==> src/rtl/fpu_f32_accum_seq_if.sv <==
// Stream and adder-side signals of the FP32 accumulate sequencer.
// The slave modport is the sequencer's view; master is its environment (source, sink, adder).
interface fpu_f32_accum_seq_if #(
  parameter int CNT_WIDTH = 16
);
  logic                 in_valid;
  logic                 in_ready;
  logic [31:0]          in_data;
  logic                 in_last;
  logic [31:0]          add_a;
  logic [31:0]          add_b;
  logic [31:0]          add_o;
  logic                 out_valid;
  logic                 out_ready;
  logic [31:0]          out_data;
  logic [CNT_WIDTH-1:0] out_count;

  modport slave (
    input  in_valid, in_data, in_last, add_o, out_ready,
    output in_ready, add_a, add_b, out_valid, out_data, out_count
  );

  modport master (
    output in_valid, in_data, in_last, add_o, out_ready,
    input  in_ready, add_a, add_b, out_valid, out_data, out_count
  );
endinterface

==> src/rtl/fpu_f32_accum_seq.sv <==
// Reduces a packetised FP32 stream to one sum per packet through an external
// combinational FP32 adder, reporting a saturating element count with each sum.
module fpu_f32_accum_seq #(
  parameter int CNT_WIDTH = 16
) (
  input  logic                    clk,
  input  logic                    rst,
  fpu_f32_accum_seq_if.slave      bus
);

  typedef enum logic [1:0] {
    S_ACCEPT = 2'd0,
    S_ADD    = 2'd1,
    S_OUT    = 2'd2
  } state_t;

  localparam logic [CNT_WIDTH-1:0] CNT_MAX = {CNT_WIDTH{1'b1}};

  state_t               state;
  logic [31:0]          acc;
  logic [CNT_WIDTH-1:0] cnt;
  logic                 last;
  logic [31:0]          add_a;
  logic [31:0]          add_b;
  logic                 in_ready_q;
  logic                 out_valid_q;

  function automatic logic [CNT_WIDTH-1:0] sat_inc(input logic [CNT_WIDTH-1:0] c);
    return (c == CNT_MAX) ? c : c + 1'b1;
  endfunction

  // in_ready_q is set by reset so the block is ready the first cycle reset drops;
  // the gate keeps it low while reset is still asserted.
  assign bus.in_ready  = in_ready_q & ~rst;
  assign bus.out_valid = out_valid_q;
  assign bus.out_data  = acc;
  assign bus.out_count = cnt;
  assign bus.add_a     = add_a;
  assign bus.add_b     = add_b;

  always_ff @(posedge clk) begin
    if (rst) begin
      state       <= S_ACCEPT;
      acc         <= 32'h0000_0000;
      cnt         <= '0;
      last        <= 1'b0;
      add_a       <= 32'h0000_0000;
      add_b       <= 32'h0000_0000;
      in_ready_q  <= 1'b1;
      out_valid_q <= 1'b0;
    end else begin
      case (state)
        S_ACCEPT: begin
          // Operands only move on a transfer, so the adder is quiet while idle.
          if (bus.in_valid && in_ready_q) begin
            add_a      <= acc;
            add_b      <= bus.in_data;
            last       <= bus.in_last;
            in_ready_q <= 1'b0;
            state      <= S_ADD;
          end
        end
        S_ADD: begin
          acc <= bus.add_o;
          cnt <= sat_inc(cnt);
          if (last) begin
            out_valid_q <= 1'b1;
            state       <= S_OUT;
          end else begin
            in_ready_q <= 1'b1;
            state      <= S_ACCEPT;
          end
        end
        S_OUT: begin
          if (bus.out_ready) begin
            acc         <= 32'h0000_0000;
            cnt         <= '0;
            last        <= 1'b0;
            out_valid_q <= 1'b0;
            in_ready_q  <= 1'b1;
            state       <= S_ACCEPT;
          end
        end
        default: begin
          out_valid_q <= 1'b0;
          in_ready_q  <= 1'b1;
          state       <= S_ACCEPT;
        end
      endcase
    end
  end

endmodule

==> src/flat_wrapper.sv <==
// flat-port wrapper written by rule: the top's interface ports become plain ports
module fpu_f32_accum_seq_flat 
#(
  parameter int CNT_WIDTH = 16
)
  (clk, rst, bus_in_valid, bus_in_data, bus_in_last, bus_add_o, bus_out_ready, bus_in_ready, bus_add_a, bus_add_b, bus_out_valid, bus_out_data, bus_out_count);
  fpu_f32_accum_seq_if #(.CNT_WIDTH(CNT_WIDTH)) bus_i ();
  input  logic clk;
  input  logic rst;
  input wire logic [$bits(bus_i.in_valid)-1:0] bus_in_valid;
  input wire logic [$bits(bus_i.in_data)-1:0] bus_in_data;
  input wire logic [$bits(bus_i.in_last)-1:0] bus_in_last;
  input wire logic [$bits(bus_i.add_o)-1:0] bus_add_o;
  input wire logic [$bits(bus_i.out_ready)-1:0] bus_out_ready;
  output wire logic [$bits(bus_i.in_ready)-1:0] bus_in_ready;
  output wire logic [$bits(bus_i.add_a)-1:0] bus_add_a;
  output wire logic [$bits(bus_i.add_b)-1:0] bus_add_b;
  output wire logic [$bits(bus_i.out_valid)-1:0] bus_out_valid;
  output wire logic [$bits(bus_i.out_data)-1:0] bus_out_data;
  output wire logic [$bits(bus_i.out_count)-1:0] bus_out_count;
  assign bus_i.in_valid = bus_in_valid;
  assign bus_i.in_data = bus_in_data;
  assign bus_i.in_last = bus_in_last;
  assign bus_i.add_o = bus_add_o;
  assign bus_i.out_ready = bus_out_ready;
  assign bus_in_ready = bus_i.in_ready;
  assign bus_add_a = bus_i.add_a;
  assign bus_add_b = bus_i.add_b;
  assign bus_out_valid = bus_i.out_valid;
  assign bus_out_data = bus_i.out_data;
  assign bus_out_count = bus_i.out_count;
  fpu_f32_accum_seq #(.CNT_WIDTH(CNT_WIDTH)) u_core (.clk(clk), .rst(rst), .bus(bus_i));
endmodule
==> config.mk <==
export PLATFORM = sky130hd
export DESIGN_NAME = fpu_f32_accum_seq_flat
export DESIGN_NICKNAME = d
export VERILOG_FILES = /design/src/rtl/fpu_f32_accum_seq_if.sv /design/src/rtl/fpu_f32_accum_seq.sv /design/src/flat_wrapper.sv
export SDC_FILE = /design/constraint.sdc
export NUM_CORES = 1
export LEC_CHECK = 0
export BUFFER_PORTS_ARGS = -buffer_cell sky130_fd_sc_hd__clkbuf_2
export CORE_UTILIZATION = 45
export DETAILED_ROUTE_END_ITERATION = 16
export MAX_ROUTING_LAYER = met4
export PLACE_DENSITY = 0.85
export RECOVER_POWER = 50
export SYNTH_ARGS = -nofsm -noshare
export SYNTH_HDL_FRONTEND = slang
export SYNTH_SLANG_ARGS = --single-unit
==> constraint.sdc <==
create_clock -name clk -period 2.9 [get_ports clk]
set_clock_uncertainty 0.15 [all_clocks]
set_input_delay 0.29 -clock clk [delete_from_list [all_inputs] [get_ports clk]]
set_output_delay 0.29 -clock clk [all_outputs]
set_load 0.05 [all_outputs]
Yosys cells after proc, flatten, opt, wreduce, memory -nomap -nowiden
Index checks and enable logic that the tools add are counted.
{"block": "totals", "reg_bits": 117, "input_bits": 69, "output_inout_bits": 114, "elab_cells": 49}
{"block": "op_classes", "n_addsub": 1, "eq_ne": 8, "muxes": 18, "bitwise": 3, "n_reduce_logical": 11}
{"operator": "$pmux 32 s2", "count": 1}
{"operator": "$mux 16", "count": 2}
{"operator": "$mux 32", "count": 1}
{"operator": "$pmux 16 s2", "count": 1}
{"operator": "$add 16x1->16 const B", "count": 1}
{"operator": "$eq 16x16->1 const B", "count": 1}
{"operator": "$reduce_and 3->1", "count": 4}
{"operator": "$mux 1", "count": 6}
{"operator": "$mux 2", "count": 3}
{"operator": "$ne 2x2->1 const B", "count": 3}
{"operator": "$pmux 1 s3", "count": 2}
{"operator": "$pmux 2 s3", "count": 1}
{"operator": "$reduce_and 2->1", "count": 3}
{"operator": "$ne 2x1->1 const B", "count": 2}
{"operator": "$reduce_bool 2->1", "count": 2}
{"operator": "$eq 2x1->1 const B", "count": 1}
{"operator": "$eq 2x2->1 const B", "count": 1}
{"operator": "$logic_not 2->1", "count": 1}
{"operator": "$not 1->1", "count": 2}
{"operator": "$pmux 1 s2", "count": 1}
{"operator": "$and 1x1->1", "count": 1}
{"operator": "$logic_and 1x1->1", "count": 1}

Logic depth before layout (Yosys ltp)
{"block": "logic_depth", "word_depth": 3, "mapped_depth": 7, "mapped_depth_nobuf": 6}

Worst setup path after synthesis
Ideal clock, no wire load.
{"block": "synth_path", "kind": "register to register", "start": "reg u_core.cnt[0], in the netlist u_core.bus.out_count[0]", "end": "reg u_core.cnt[13], in the netlist u_core.bus.out_count[13]", "setup_ns": 0.069, "arrival_time_ns": 2.145, "required_ns": 2.681, "path_slack_ns": 0.536, "path_stages_with_launch": 8, "n_path_buf": 1, "period_less_slack_ns": 2.364, "cell_sequence": "dfxtp_1 > ha_1 > and3_1 > and4_4 > buf_6 > or4_4 > or3_1 > o21ai_1"}
{"block": "synth_between", "elab_chain_cells": 3, "word_cells_on_any_way": 6, "classes_between": "add/sub: 1; eq/ne: 2; mux: 2; reduce/logical: 1"}
{"element": "from (decl)", "line_no": "fpu_f32_accum_seq.sv:21", "source": "logic [CNT_WIDTH-1:0] cnt;"}
{"element": "from (signal assigned)", "line_no": "fpu_f32_accum_seq.sv:65", "source": "cnt <= sat_inc(cnt);"}
{"element": "$add 16x1->16 / $eq 16x16->1 (equally long branches)", "line_no": "fpu_f32_accum_seq.sv:29", "source": "return (c == CNT_MAX) ? c : c + 1'b1;"}
{"element": "$mux 16 / $ne 2x2->1 (equally long branches)"}
{"element": "$pmux 16 s2 / $reduce_and 3->1 (equally long branches)"}
Several ways; a longest one is shown, not always the timed one. The select of a mux whose other input is x is not followed.
A chain may end at the register's enable or synchronous reset.

Worst setup path after layout
Same ends and word-level chain as after synthesis.

==> results_dict.tcl <==
set metrics [dict create \
    internal_power_w 0.00322 \
    firstDrtPassIters 5 \
    io-pin-count 183 \
    cts_max_level 4 \
    grt_max_degree 70 \
    netlist_area_um2 4360 \
    synth_cell_types 44 \
    seq_area_frac_synth_pct 53.7 \
    die_area_um2 10100 \
    area_growth_syn_to_layout_pct 48.3 \
    finalSetupViolCount 0 \
    worstSetupEndpointType "flop" \
    synth.most_common_cell "nand2_1" \
    dp_cells 805 \
    p_comb_share_pct 13.8 \
    p_switching_w 0.00124 \
    ys_warn_count 0 \
    setup_tns_ns 0 \
    antenna_found_initial 0 \
    start_kind "flop" \
    post-route-min-period_ns 2.24 \
    grt_pass1_wl_um 21900 \
    clock_sinks 117 \
    gr-usage-all-layers_pct 28.6 \
    fin_util_pct 69.3 \
    layout.nets 831 \
    postCtsSetupBuffers 0 \
    synth_edf_count 0 \
    max-clock-path-buffers 2 \
    arrival_ns 2.52 \
    fp.dieH_um 100 \
    cts_hold_buf 66 \
    clock_latency_ns 0.50 \
    period_share_pct 77.1 \
    tritoncts "done" \
    drtIter0Drc 238 \
    synthesis.nets 596 \
    vias 4843 \
    post_synth.cell_area_avg_um2 8.29 \
    netlist.area_leader.share_pct 53.7 \
    ant_nets 0 \
    yosys-top-cells-count "nand2_1, dfxtp_1, a21oi_1, nor2_1, a22oi_1" \
    sw_frac_of_total_pct 27.8 \
    synth_seq_cells 117 \
    final_max_slew_viol_count 0 \
    antenna_cells 0 \
    rsz0062_at_grt "false" \
    via_per_inst 5.36 \
    relSlewSlack_pct 11.1 \
    ys_async_sr_fraction_pct 0 \
    fin_cells 903 \
    wire_per_inst_um 15.2 \
    portBuffers 182 \
    max-cap-violations 0 \
    critPathKind "reg -> reg" \
    drc 0 \
    worstMarginPinSlew_ns 1.33 \
    synthFlopType "dfxtp_1" \
    cp_max_fo 9 \
    layout-drive-gt1-share_pct 15.2 \
    ff2ff_setup_slack_ns 0.66 \
    rows 35 \
    p_clk_share_pct 47.7 \
    status "complete, no violations" \
    grt_pass1_vias 4664 \
    critPathRequiredTime_ns 3.18 \
    routed_wl_um 13700 \
    synth_top_area_cell "dfxtp_1" \
    place.gp.congestion 0.885 \
    powerDensity_nw_per_um2 691 \
    numCtsBuffers 17 \
    cts-root-buf "clkbuf_8" \
    ir_drop_mv 0.400 \
    die_w_um 100 \
    design.core.area_um2 9330 \
    netlist_instances 526 \
    start_util_pct 46.7 \
    cts_resized 0 \
    power.leakage_nw 2.45 \
    grt.overflow.total 0 \
    seq_power_share_pct 38.5 \
    hold_viol_final 0 \
    cts.clk_slew.worst_paths_ns 0.06 \
    synth.area.top_cells "dfxtp_1, nand2_1, a21oi_1" \
    fmax_mhz 447 \
    min_path_type "in -> reg" \
    hpwl_um 7850 \
]
critical path: stages, from the launching register on:
cell,delay [ns]
dfxtp_1,0.36
ha_1,0.25
and3_1,0.21
and4_1,0.31
or4_4,0.51
or3_1,0.31
o21ai_1,0.07
through the flow:
stage | area [µm²] | hold slack [ns] | power [W] | worst slack (ns)
detailed placement | 5340 | 0.296 | 0.00230 | 0.749
floorplan | 4360 | 0.276 | 0.00214 | 0.536
global placement | 5340 | 0.291 | 0.00228 | 0.824
global route | 6470 | 0.0647 | 0.00461 | 0.544
finish | 6470 | 0.0525 | 0.00447 | 0.664
CTS | 6610 | 0.0273 | 0.00450 | 0.734
power groups by stage:
stage	Clock, W	Sequential [W]	Combinational [W]
global route	0.00223	0.00173	0.000658
floorplan	0	0.00195	0.000184
finish	0.00213	0.00172	0.000617
CTS	0.00216	0.00172	0.000621
detailed placement	0	0.00175	0.000549
global placement	0	0.00175	0.000536
layer usage:
layer  track usage (%)  wire length (µm)  vias up
met5                 -                 0        -
met4              15.3               507        0
met3              7.73               924       52
met2              48.2              6990      258
met1              30.6              5280     2255
li1                  -                 -     2278
cell usage in the layout, fill, tap and decap left out, types with 4 or more instances in the layout:
master / synthesis / final
clkbuf_2: 0 / 71
a22oi_1: 33 / 33
dlygate4sd3_1: 0 / 66
dfxtp_1: 117 / 117
clkbuf_16: 0 / 16
o21ai_0: 5 / 5
nor2_1: 47 / 46
nor3_1: 6 / 6
nand2_1: 137 / 137
nand3_1: 5 / 5
inv_6: 0 / 4
clkbuf_1: 31 / 111
inv_1: 5 / 5
buf_4: 0 / 5
a21oi_1: 77 / 77
and4_1: 4 / 4
nand4_1: 5 / 5
path summary, 6_finish.rpt:
check                          startpoint                  endpoint  cells past startpoint
setup / recovery  u_core.bus.out_count[0]  u_core.bus.out_count[13]                      6
hold / removal               bus_in_valid         u_core.in_ready_q                      4
setup reg to reg  u_core.bus.out_count[0]  u_core.bus.out_count[13]                      6
hold reg to reg      u_core.bus.add_a[14]      u_core.bus.add_a[14]                      2
state kept, by name, indices dropped and copies added (netlist names):
register              flops
u_core.last               1
u_core.bus.add_a         32
u_core.bus.out_count     16
u_core.state              2
u_core.bus.out_data      32
u_core.bus.out_valid      1
u_core.bus.add_b         32
u_core.in_ready_q         1
cells by family after synthesis:
family,synth area share [%]
simple gates,22.5
compound gates,18.1
flops,53.7
buf+inv,4.08
xor+xnor,0.804
mux,0.459
fa+ha+maj,0.287
cell type report:
cell class                      instances  area [µm²]
Fill cell                             762        2860
Sequential cell                       117        2340
Multi-Input combinational cell        366        1840
Timing Repair Buffer                  254        1490
Clock buffer                           19         442
Clock inverter                         13         169
Tap cell                              129         161
Inverter                                5        18.8
(Power assumes the default switching activity.)
